==> config.mk <==
export PLATFORM = sky130hd
export DESIGN_NAME = uart_rx
export DESIGN_NICKNAME = d
export VERILOG_FILES = /design/src/rtl/uart_pkg.sv /design/src/rtl/uart_rx_data_sampler.sv /design/src/rtl/uart_rx.sv
export SDC_FILE = /design/constraint.sdc
export NUM_CORES = 1
export LEC_CHECK = 0
export CAP_MARGIN = 20
export CORE_MARGIN = 8
export CORE_UTILIZATION = 40
export CTS_CLUSTER_SIZE = 10
export DETAILED_ROUTE_END_ITERATION = 6
export GPL_ROUTABILITY_DRIVEN = 1
export PLACE_DENSITY = 0.66
export SYNTH_ARGS = -nofsm -noshare
export SYNTH_HDL_FRONTEND = slang
export SYNTH_SLANG_ARGS = --single-unit
==> constraint.sdc <==
create_clock -name CLK -period 3.25 [get_ports CLK]
set_input_delay 0.65 -clock CLK [delete_from_list [all_inputs] [get_ports CLK]]
set_output_delay 0.65 -clock CLK [all_outputs]
set_load 0.02 [all_outputs]
==> src/rtl/uart_pkg.sv <==
// uart_pkg: definitions shared by the UART receiver and transmitter.
//   rx_state_e          - receiver frame FSM encoding (5 states)
//   PRESCALE_8/16/32    - legal oversampling ratios
//   DATA_BITS           - data bits per frame
//   FRAME_BITS          - line bits per frame without parity (start + data + stop)
//   FRAME_BITS_PAR      - line bits per frame with parity
package uart_pkg;

  localparam int DATA_BITS      = 8;
  localparam int FRAME_BITS     = DATA_BITS + 2;
  localparam int FRAME_BITS_PAR = DATA_BITS + 3;

  localparam logic [5:0] PRESCALE_8  = 6'd8;
  localparam logic [5:0] PRESCALE_16 = 6'd16;
  localparam logic [5:0] PRESCALE_32 = 6'd32;

  typedef enum logic [2:0] {
    ST_IDLE,
    ST_START,
    ST_DATA,
    ST_PARITY,
    ST_STOP
  } rx_state_e;

endpackage

==> src/rtl/uart_rx_data_sampler.sv <==
// data_sampler: 3-point majority vote around the middle of each bit.
//   clk, rst_n   - oversampling clock, asynchronous active-low reset
//   rx_in        - serial line
//   edge_cnt     - current oversampling edge inside the bit
//   prescale     - oversampling ratio of the current frame
//   sampled_bit  - majority of the three samples; valid from edge prescale/2+2
module data_sampler (
  input  logic       clk,
  input  logic       rst_n,
  input  logic       rx_in,
  input  logic [5:0] edge_cnt,
  input  logic [5:0] prescale,
  output logic       sampled_bit
);

  logic [2:0] samples_q, samples_d;
  logic [5:0] mid;

  always_comb begin
    mid       = prescale >> 1;
    samples_d = samples_q;
    if (edge_cnt == mid - 6'd1) samples_d[0] = rx_in;
    if (edge_cnt == mid)        samples_d[1] = rx_in;
    if (edge_cnt == mid + 6'd1) samples_d[2] = rx_in;
  end

  always_ff @(posedge clk or negedge rst_n) begin
    if (!rst_n) samples_q <= 3'b111;
    else        samples_q <= samples_d;
  end

  assign sampled_bit = (samples_q[0] & samples_q[1]) |
                       (samples_q[0] & samples_q[2]) |
                       (samples_q[1] & samples_q[2]);

endmodule

==> src/rtl/uart_rx.sv <==
// uart_rx: oversampling UART receiver (start, DATA_WIDTH data bits LSB first,
// optional parity, one stop bit, idle-high line).
//   CLK           - oversampling clock (Prescale x bit rate)
//   RST           - asynchronous active-low reset
//   RX_IN         - serial line
//   PAR_EN        - frame carries a parity bit
//   PAR_TYP       - 0 even, 1 odd parity
//   Prescale      - oversampling ratio (8, 16 or 32)
//   P_DATA        - last good received byte
//   data_valid    - one-cycle strobe, P_DATA updated
//   parity_error  - one-cycle strobe, parity mismatch
//   stop_error    - one-cycle strobe, stop bit sampled low
module uart_rx
  import uart_pkg::*;
#(
  parameter int DATA_WIDTH = DATA_BITS
) (
  input  logic                  CLK,
  input  logic                  RST,
  input  logic                  RX_IN,
  input  logic                  PAR_EN,
  input  logic                  PAR_TYP,
  input  logic [5:0]            Prescale,
  output logic [DATA_WIDTH-1:0] P_DATA,
  output logic                  data_valid,
  output logic                  parity_error,
  output logic                  stop_error
);

  localparam int BCW = $clog2(DATA_WIDTH + 1);

  rx_state_e             state_q, state_d;
  logic [5:0]            edge_cnt_q, edge_cnt_d;
  logic [BCW-1:0]        bit_cnt_q, bit_cnt_d;
  logic [DATA_WIDTH-1:0] shift_q, shift_d;
  logic [DATA_WIDTH-1:0] p_data_q, p_data_d;
  logic                  frame_bad_q, frame_bad_d;
  logic                  par_en_q, par_en_d;
  logic                  par_typ_q, par_typ_d;
  logic [5:0]            prescale_q, prescale_d;
  logic                  data_valid_q, data_valid_d;
  logic                  parity_error_q, parity_error_d;
  logic                  stop_error_q, stop_error_d;
  logic                  sampled_bit;
  logic                  last_edge;

  data_sampler u_sampler (
    .clk         (CLK),
    .rst_n       (RST),
    .rx_in       (RX_IN),
    .edge_cnt    (edge_cnt_q),
    .prescale    (prescale_q),
    .sampled_bit (sampled_bit)
  );

  // ">=" rather than "==" so an illegal Prescale can never strand the counter.
  assign last_edge = (edge_cnt_q >= prescale_q - 6'd1);

  always_comb begin
    state_d        = state_q;
    edge_cnt_d     = edge_cnt_q;
    bit_cnt_d      = bit_cnt_q;
    shift_d        = shift_q;
    p_data_d       = p_data_q;
    frame_bad_d    = frame_bad_q;
    par_en_d       = par_en_q;
    par_typ_d      = par_typ_q;
    prescale_d     = prescale_q;
    data_valid_d   = 1'b0;
    parity_error_d = 1'b0;
    stop_error_d   = 1'b0;

    if (state_q != ST_IDLE) begin
      edge_cnt_d = last_edge ? 6'd0 : edge_cnt_q + 6'd1;
    end

    case (state_q)
      ST_IDLE: begin
        edge_cnt_d  = 6'd0;
        bit_cnt_d   = '0;
        frame_bad_d = 1'b0;
        // The detection cycle itself is edge 0 of the start bit.
        if (!RX_IN) begin
          state_d    = ST_START;
          edge_cnt_d = 6'd1;
          par_en_d   = PAR_EN;
          par_typ_d  = PAR_TYP;
          prescale_d = Prescale;
        end
      end
      ST_START: begin
        if (last_edge) state_d = sampled_bit ? ST_IDLE : ST_DATA;
      end
      ST_DATA: begin
        if (last_edge) begin
          shift_d   = {sampled_bit, shift_q[DATA_WIDTH-1:1]};
          bit_cnt_d = bit_cnt_q + 1'b1;
          if (bit_cnt_q == BCW'(DATA_WIDTH - 1)) begin
            state_d = par_en_q ? ST_PARITY : ST_STOP;
          end
        end
      end
      ST_PARITY: begin
        if (last_edge) begin
          if (sampled_bit != ((^shift_q) ^ par_typ_q)) begin
            parity_error_d = 1'b1;
            frame_bad_d    = 1'b1;
          end
          state_d = ST_STOP;
        end
      end
      ST_STOP: begin
        if (last_edge) begin
          if (!sampled_bit) begin
            stop_error_d = 1'b1;
          end else if (!frame_bad_q) begin
            p_data_d     = shift_q;
            data_valid_d = 1'b1;
          end
          state_d = ST_IDLE;
        end
      end
      default: state_d = ST_IDLE;
    endcase
  end

  always_ff @(posedge CLK or negedge RST) begin
    if (!RST) begin
      state_q        <= ST_IDLE;
      edge_cnt_q     <= 6'd0;
      bit_cnt_q      <= '0;
      shift_q        <= '0;
      p_data_q       <= '0;
      frame_bad_q    <= 1'b0;
      par_en_q       <= 1'b0;
      par_typ_q      <= 1'b0;
      prescale_q     <= PRESCALE_8;
      data_valid_q   <= 1'b0;
      parity_error_q <= 1'b0;
      stop_error_q   <= 1'b0;
    end else begin
      state_q        <= state_d;
      edge_cnt_q     <= edge_cnt_d;
      bit_cnt_q      <= bit_cnt_d;
      shift_q        <= shift_d;
      p_data_q       <= p_data_d;
      frame_bad_q    <= frame_bad_d;
      par_en_q       <= par_en_d;
      par_typ_q      <= par_typ_d;
      prescale_q     <= prescale_d;
      data_valid_q   <= data_valid_d;
      parity_error_q <= parity_error_d;
      stop_error_q   <= stop_error_d;
    end
  end

  assign P_DATA       = p_data_q;
  assign data_valid   = data_valid_q;
  assign parity_error = parity_error_q;
  assign stop_error   = stop_error_q;

endmodule

==> results_dict.tcl, run 1 <==
set metrics [dict create \
    final_core_util_pct 48.55 \
    grt_pass1_vias 1589 \
    finalSetupViolations 0 \
    drt-pass1-iter-count 4 \
    intPower_mw 1.556 \
    synth_cell_type_count 39 \
    clk-insertion-delay-late_ps 300 \
    r2r_start "prescale_q[1]" \
    p_sw_mw 0.9861 \
    cts_root_buf "clkbuf_8" \
    vias_per_cell 5.163 \
    power_frac_comb_pct 47.0 \
    hold_path.class "input port to asynchronous set/reset pin" \
    syn_area_um2 2395 \
    cts_resized 0 \
    async_reset_ff_share_pct 100.0 \
    start_kind "register" \
    period_needed_ps 2945 \
    antenna_found_initial 0 \
    critPathMostFrequentCell "ha_1" \
    synth_edf_count 0 \
    crit_buf_inv 2 \
    status "completed" \
    synth-seq-cells 44 \
    slowest_delay_ps 380 \
    worstSetupStartpoint "prescale_q[1]" \
    htree_levels 2 \
    nNetsFinal 266 \
    drc 0 \
    relSlewSlack_pct 65.16 \
    area_delta_synth_final_pct 18.60 \
    cp.depth 11 \
    finalSetupTns_ps 0 \
    crit_fanout 9 \
    dp_hpwl_um 3247 \
    synth_ff_type "dfrtp_1" \
    io_buffer_count 21 \
    synth_cells 219 \
    insertedDiodeCount 0 \
    peakVddDrop_uv 309.0 \
    die_area_um2 8719 \
    multi_input_area_um2 1226 \
    n_fill_cell 543 \
    critical_path_arrival_ps 3130 \
    clkTransAtPathRegs_ps 90 \
    slew_violations 0 \
    grt_busiest_layer "met2" \
    cts_hold_buf 0 \
    finalHoldViolations 0 \
    drtIter0Drc 64 \
    gp_congestion 0.8501 \
    cts_tree "yes" \
    crit_type "register to register" \
    dp.cells 310 \
    syn_nets 242 \
    wl_per_cell_um 14.30 \
    post_cts.repair.setup_buffers 0 \
    cp_slowest_cell "dfrtp_1" \
    finClkSkew_ps 9.205 \
    chipHeight_um 93.38 \
    drv_cap 0 \
    layout-drive-gt1-share_pct 18.85 \
    start_util_pct 40.93 \
    wl_um 4561 \
    p_leak_nw 1.260 \
    grtUsageMet1_pct 14.47 \
    core_area_um2 5851 \
    rsz0062_at_grt "false" \
    yosysWarnings 0 \
    fin_crit_sh_pct 90.61 \
    grt_max_degree 45 \
    clkPwrFrac_pct 17.6 \
    p_sw_share_pct 38.79 \
    seq_area_um2 1106 \
    critPathTopFamily "simple AND/OR/NAND/NOR gates" \
    fmax_mhz 339.6 \
    fin_cells 319 \
    use_met3_pct 2.163 \
    cts.sinks 44 \
    power_density_nw_per_um2 895.1 \
    numCtsBuffers 5 \
    grt_use_met2_pct 17.33 \
    synth.avg_cell_area_um2 10.94 \
    ys_seq_area_share_pct 46.19 \
    ios 22 \
    fp.dieW_um 93.38 \
    clockBufferDepth 2 \
    grt_usage_pct 11.07 \
    cp_data_required_time_ps 3440 \
    rr_worst_depth 11 \
    critPathCaptureType "register" \
    worst_pin_slew_ps 521.1 \
    crit_path_cell_trace "inv_1 > ha_1 > nor3b_1 > nand2_1 > xor2_1 > ha_1 > nand4_1 > o221ai_1 > nor4bb_2 > buf_4 > mux2_2" \
    grt_pass1_wl_um 7762 \
    ant_nets 0 \
    p_seq_share_pct 35.4 \
    grt_overflow 0 \
    vias 1647 \
    placementRows 28 \
    reg2reg_slack_ps 310 \
]
Yosys cell counts (all sizes together) (2+ instances only):
| cell | number | area, µm² |
|---|---|---|
| nand3 | 8 | 40.04 |
| nor2 | 14 | 52.55 |
| clkbuf | 7 | 26.28 |
| nand4 | 4 | 25.02 |
| mux2 | 24 | 270.3 |
| and3 | 2 | 12.51 |
| nand2 | 19 | 71.32 |
| mux2i | 5 | 50.05 |
| xnor2 | 18 | 157.7 |
| or3 | 2 | 12.51 |
| o21ai | 6 | 30.03 |
| nor3b | 3 | 22.52 |
| nand3b | 2 | 15.01 |
| inv | 6 | 22.52 |
| nor2b | 2 | 12.51 |
| a21oi | 6 | 30.03 |
| xor2 | 8 | 70.07 |
| dfrtp | 40 | 1001 |
| buf | 4 | 20.02 |
| nand2b | 3 | 18.77 |
| dfstp | 4 | 105.1 |
| ha | 12 | 150.1 |
| o31ai | 2 | 15.01 |
| nor3 | 4 | 20.02 |
metrics by stage:
| stage | setup slack [ps] | hold slack [ps] | cell area (µm²) | total power [mW] |
|---|---|---|---|---|
| CTS | 264.9 | 498.5 | 2820 | 2.557 |
| detailed placement | 283.3 | 484.0 | 2699 | 2.102 |
| finish | 305.3 | 222.1 | 2840 | 2.542 |
| global placement | 371.1 | 479.3 | 2699 | 2.073 |
| global route | 45.49 | 229.8 | 2840 | 2.737 |
| floorplan | 360.9 | 354.4 | 2395 | 1.819 |
layer usage:
metal | wire length, µm | share of wire (%) | vias up
met1 | 2194 | 48 | 817
met3 | 121 | 2.7 | 6
met4 | 76 | 1.7 | 0
met2 | 2168 | 48 | 14
li1 | - | - | 810
met5 | 0 | 0 | -
logic make-up after synthesis:
family / Yosys count / share of synthesized area [%]
xor gates and xnor gates: 27 / 10.45
adders and majority gates: 13 / 6.687
AOI/OAI and AO/OA: 23 / 6.531
and+or+nand+nor: 66 / 13.90
muxes: 29 / 13.38
DFF: 44 / 46.19
buffers and inverters: 17 / 2.874
cells in the final DEF (no fill, tap or decap), types with 2 or more instances in the layout:
| cell | n |
|---|---|
| xnor2_1 | 18 |
| and3_1 | 2 |
| a21oi_1 | 6 |
| xor2_1 | 8 |
| clkdlybuf4s50_1 | 20 |
| inv_1 | 6 |
| buf_4 | 6 |
| mux2_2 | 23 |
| nand2_1 | 19 |
| dfstp_2 | 4 |
| nor2b_1 | 2 |
| or3_1 | 2 |
| nand4_1 | 4 |
| o21ai_0 | 6 |
| nand3b_1 | 2 |
| mux2i_1 | 5 |
| nand2b_1 | 3 |
| o31ai_1 | 2 |
| clkbuf_8 | 6 |
| nor2_1 | 14 |
| dfrtp_1 | 40 |
| nor3_1 | 4 |
| nor3b_1 | 3 |
| nand3_1 | 8 |
| ha_1 | 12 |
registers in the layout, summed over array words and instances (netlist names):
register and cells:
shift_q 8, par_typ_q 1, parity_error 1, bit_cnt_q 4, par_en_q 1, frame_bad_q 1, data_valid 1, prescale_q 6
stop_error 1, state_q 3, u_sampler.samples_q 3, edge_cnt_q 6, P_DATA 8
path summary, 6_finish.rpt:
check,to
setup / recovery,P_DATA[2]
hold / removal,edge_cnt_q[5]
setup reg to reg,P_DATA[2]
hold reg to reg,bit_cnt_q[2]
max in group asynchronous,u_sampler.samples_q[1]
min in group CLK,bit_cnt_q[2]
final cells by class:
class | count | area share, %
clock buffers | 6 | 2.907
clock inverters | 2 | 1.366
inverters | 6 | 0.7930
multi-input cells | 158 | 43.17
flip-flops and latches | 44 | 38.94
well taps | 75 | 3.304
repair buffers | 28 | 9.515
power groups by stage:
stage	logic, mW	registers (mW)	clock network (mW)
global route	1.33	0.928	0.480
global placement	1.17	0.904	0
finish	1.19	0.900	0.448
detailed placement	1.20	0.906	0
CTS	1.20	0.899	0.457
floorplan	1.01	0.809	0
worst reg2reg max path, stage by stage, from the launching register on:
cell	delay, ps
dfrtp_1	380
inv_1	120
ha_1	210
nor3b_1	310
nand2_1	110
xor2_1	160
ha_1	320
nand4_1	90
o221ai_1	260
nor4bb_2	320
buf_4	220
mux2_2	350
Note: power is estimated with default switching activity, not from simulation.
==> run 2, diff against run 1 <==
SYNTH_HIERARCHICAL = 1   (was unset)
==> results_dict.tcl, run 2 <==
set metrics [dict create \
    finalHoldViolations 0 \
    clkTransAtPathRegs_ps 90 \
    dpl_cell_area_um2 2668 \
    final_common_cell "dfrtp_1" \
    synth-seq-cells 44 \
    dp_hpwl_um 3158 \
    ys_seq_area_share_pct 46.58 \
    finalPower_mw 2.311 \
    slowest_delay_ps 500 \
    grt_overflow 0 \
    cts_root_buf "clkbuf_8" \
    status "completed" \
    htree_levels 2 \
    slew_violations 0 \
    drv_cap 0 \
    synth_common_cells "dfrtp_1, mux2_2, xnor2_1" \
    drc 0 \
    grt_usage_pct 10.68 \
    synth_area_leader_cell "dfrtp_1" \
    cts.sinks 44 \
    async_reset_ff_share_pct 100.0 \
    finalSetupTns_ps 0 \
    peakVddDrop_uv 328.5 \
    wl_per_cell_um 14.19 \
    synth_ff_type "dfrtp_1" \
    cts_tree "yes" \
    cts_resized 0 \
    n_fill_cell 548 \
    die_area_um2 8658 \
    clkPwrFrac_pct 18.3 \
    crit_type "register to register" \
    synth_top_area_share_pct 42.15 \
    nNetsFinal 253 \
    synth_cell_type_count 44 \
    grt_busiest_layer "met2" \
    crit_path_cell_trace "or3_1 > nor3_1 > xnor2_1 > ha_1 > nand4_1 > o221a_4 > nor3_4 > mux2_2" \
    yosysWarnings 6 \
    syn_area_um2 2375 \
    crit_fanout 14 \
    grtUsageMet1_pct 14.17 \
    grt_pass1_wl_um 7472 \
    area_delta_synth_final_pct 18.02 \
    cp_data_required_time_ps 3440 \
    power_density_nw_per_um2 824.4 \
    cp_slowest_cell "dfrtp_1" \
    synth_area_leaders "dfrtp_1, mux2_2, ha_1" \
    gp_congestion 0.7555 \
    drt-pass1-iter-count 4 \
    grt_pass1_vias 1539 \
    placementRows 28 \
    fin_area_um2 2803 \
    vias 1554 \
    critPathTopFamily "simple AND/OR/NAND/NOR gates" \
    p_seq_share_pct 38.7 \
    drtIter0Drc 87 \
    critical_path_arrival_ps 3100 \
    ios 22 \
    fin_crit_sh_pct 89.48 \
    critPathCaptureType "register" \
    insertedDiodeCount 0 \
    wl_um 4357 \
    core_area_um2 5816 \
    fmax_mhz 343.9 \
    layout-drive-gt1-share_pct 20.69 \
    final_core_util_pct 48.19 \
    power_frac_comb_pct 43.0 \
    period_needed_ps 2908 \
    syn_nets 227 \
    use_met3_pct 2.644 \
    synth_most_common_cell "dfrtp_1" \
    synth_edf_count 0 \
    start_util_pct 40.83 \
    grt_use_met2_pct 16.21 \
    hold_path.class "input port to asynchronous set/reset pin" \
    crit_buf_inv 0 \
    finalSetupViolations 0 \
    rsz0062_at_grt "false" \
    cts_hold_buf 0 \
    fp.dieW_um 93.05 \
    ant_nets 0 \
    p_sw_mw 0.8995 \
    grt_max_degree 45 \
    numCtsBuffers 5 \
    synth.avg_cell_area_um2 11.58 \
    antenna_found_initial 0 \
    vias_per_cell 5.062 \
    p_leak_nw 1.220 \
    relSlewSlack_pct 65.15 \
    clk-insertion-delay-late_ps 300 \
    synth_cells 205 \
    post_cts.repair.setup_buffers 0 \
    chipHeight_um 93.05 \
    start_kind "register" \
    intPower_mw 1.411 \
    finClkSkew_ps 6.034 \
    worst_pin_slew_ps 521.1 \
    clockBufferDepth 2 \
    p_sw_share_pct 38.93 \
    layout_common_cells "dfrtp_1, mux2_2, clkdlybuf4s50_1" \
    io_buffer_count 21 \
]
-- run 2: kinds of logic (layout without fill, tap and decap cells) --
group,Yosys count,count (layout),synth area share (%)
AO/OA/AOI/OAI,18,18,5.269
XOR/XNOR,27,27,11.17
adder cells (fa/ha/maj),12,12,6.217
buffers and inverters,12,39,2.002
flip-flops,44,44,46.58
multiplexers,29,29,13.54
AND/OR/NAND/NOR,63,63,15.23
-- run 2: through the flow --
step / hold WS [ps] / setup slack [ps] / instances
2_1_floorplan: 354.4 / 472.3 / 205
3_3_place_gp: 458.4 / 419.1 / 298
3_5_place_dp: 468.4 / 336.7 / 298
4_1_cts: 479.8 / 328.7 / 306
5_1_grt: 190.7 / 209.9 / 307
6_report: 190.8 / 341.9 / 307
-- run 2: path summary, 6_finish.rpt --
check	from	endpoint	slack (ps)	depth (start not counted)
min reg2reg	bit_cnt_q[3]	bit_cnt_q[3]	470	1
max	prescale_q[1]	shift_q[2]	340	8
max in group asynchronous	RST	prescale_q[3]	2530	2
max reg2reg	prescale_q[1]	shift_q[2]	340	8
min	RST	data_valid	190	1
min in group CLK	bit_cnt_q[3]	bit_cnt_q[3]	470	1
-- run 2: per-layer routing --
metal	up-vias	wire length, µm	share of wire (%)
met1	752	2150	49
met4	0	71	1.6
met5	-	0	0
met3	5	170	3.9
li1	772	-	-
met2	25	1964	45
-- run 2: final cells by class --
type	instances	area [µm²]	share of cell area [%]
Multi-Input combinational cell	149	1221	43.57
Sequential cell	44	1106	39.46
Timing Repair Buffer	24	240.2	8.571
Tap cell	75	93.84	3.348
Clock buffer	5	68.82	2.455
Clock inverter	3	46.29	1.652
Inverter	7	26.28	0.9375
-- run 2: power groups by stage --
| stage | registers, mW | logic [mW] | clock network (mW) |
|---|---|---|---|
| 2_1_floorplan | 0.836 | 0.846 | 0 |
| 3_3_place_gp | 0.907 | 0.964 | 0 |
| 3_5_place_dp | 0.907 | 0.989 | 0 |
| 4_1_cts | 0.896 | 0.997 | 0.438 |
| 5_1_grt | 0.921 | 1.11 | 0.460 |
| 6_report | 0.894 | 0.993 | 0.423 |
-- run 2: worst reg2reg max path, cell delays in order (launching register included) --
cell,delay [ps]
dfrtp_1,500
or3_1,380
nor3_1,190
xnor2_1,100
ha_1,310
nand4_1,90
o221a_4,350
nor3_4,480
mux2_2,400
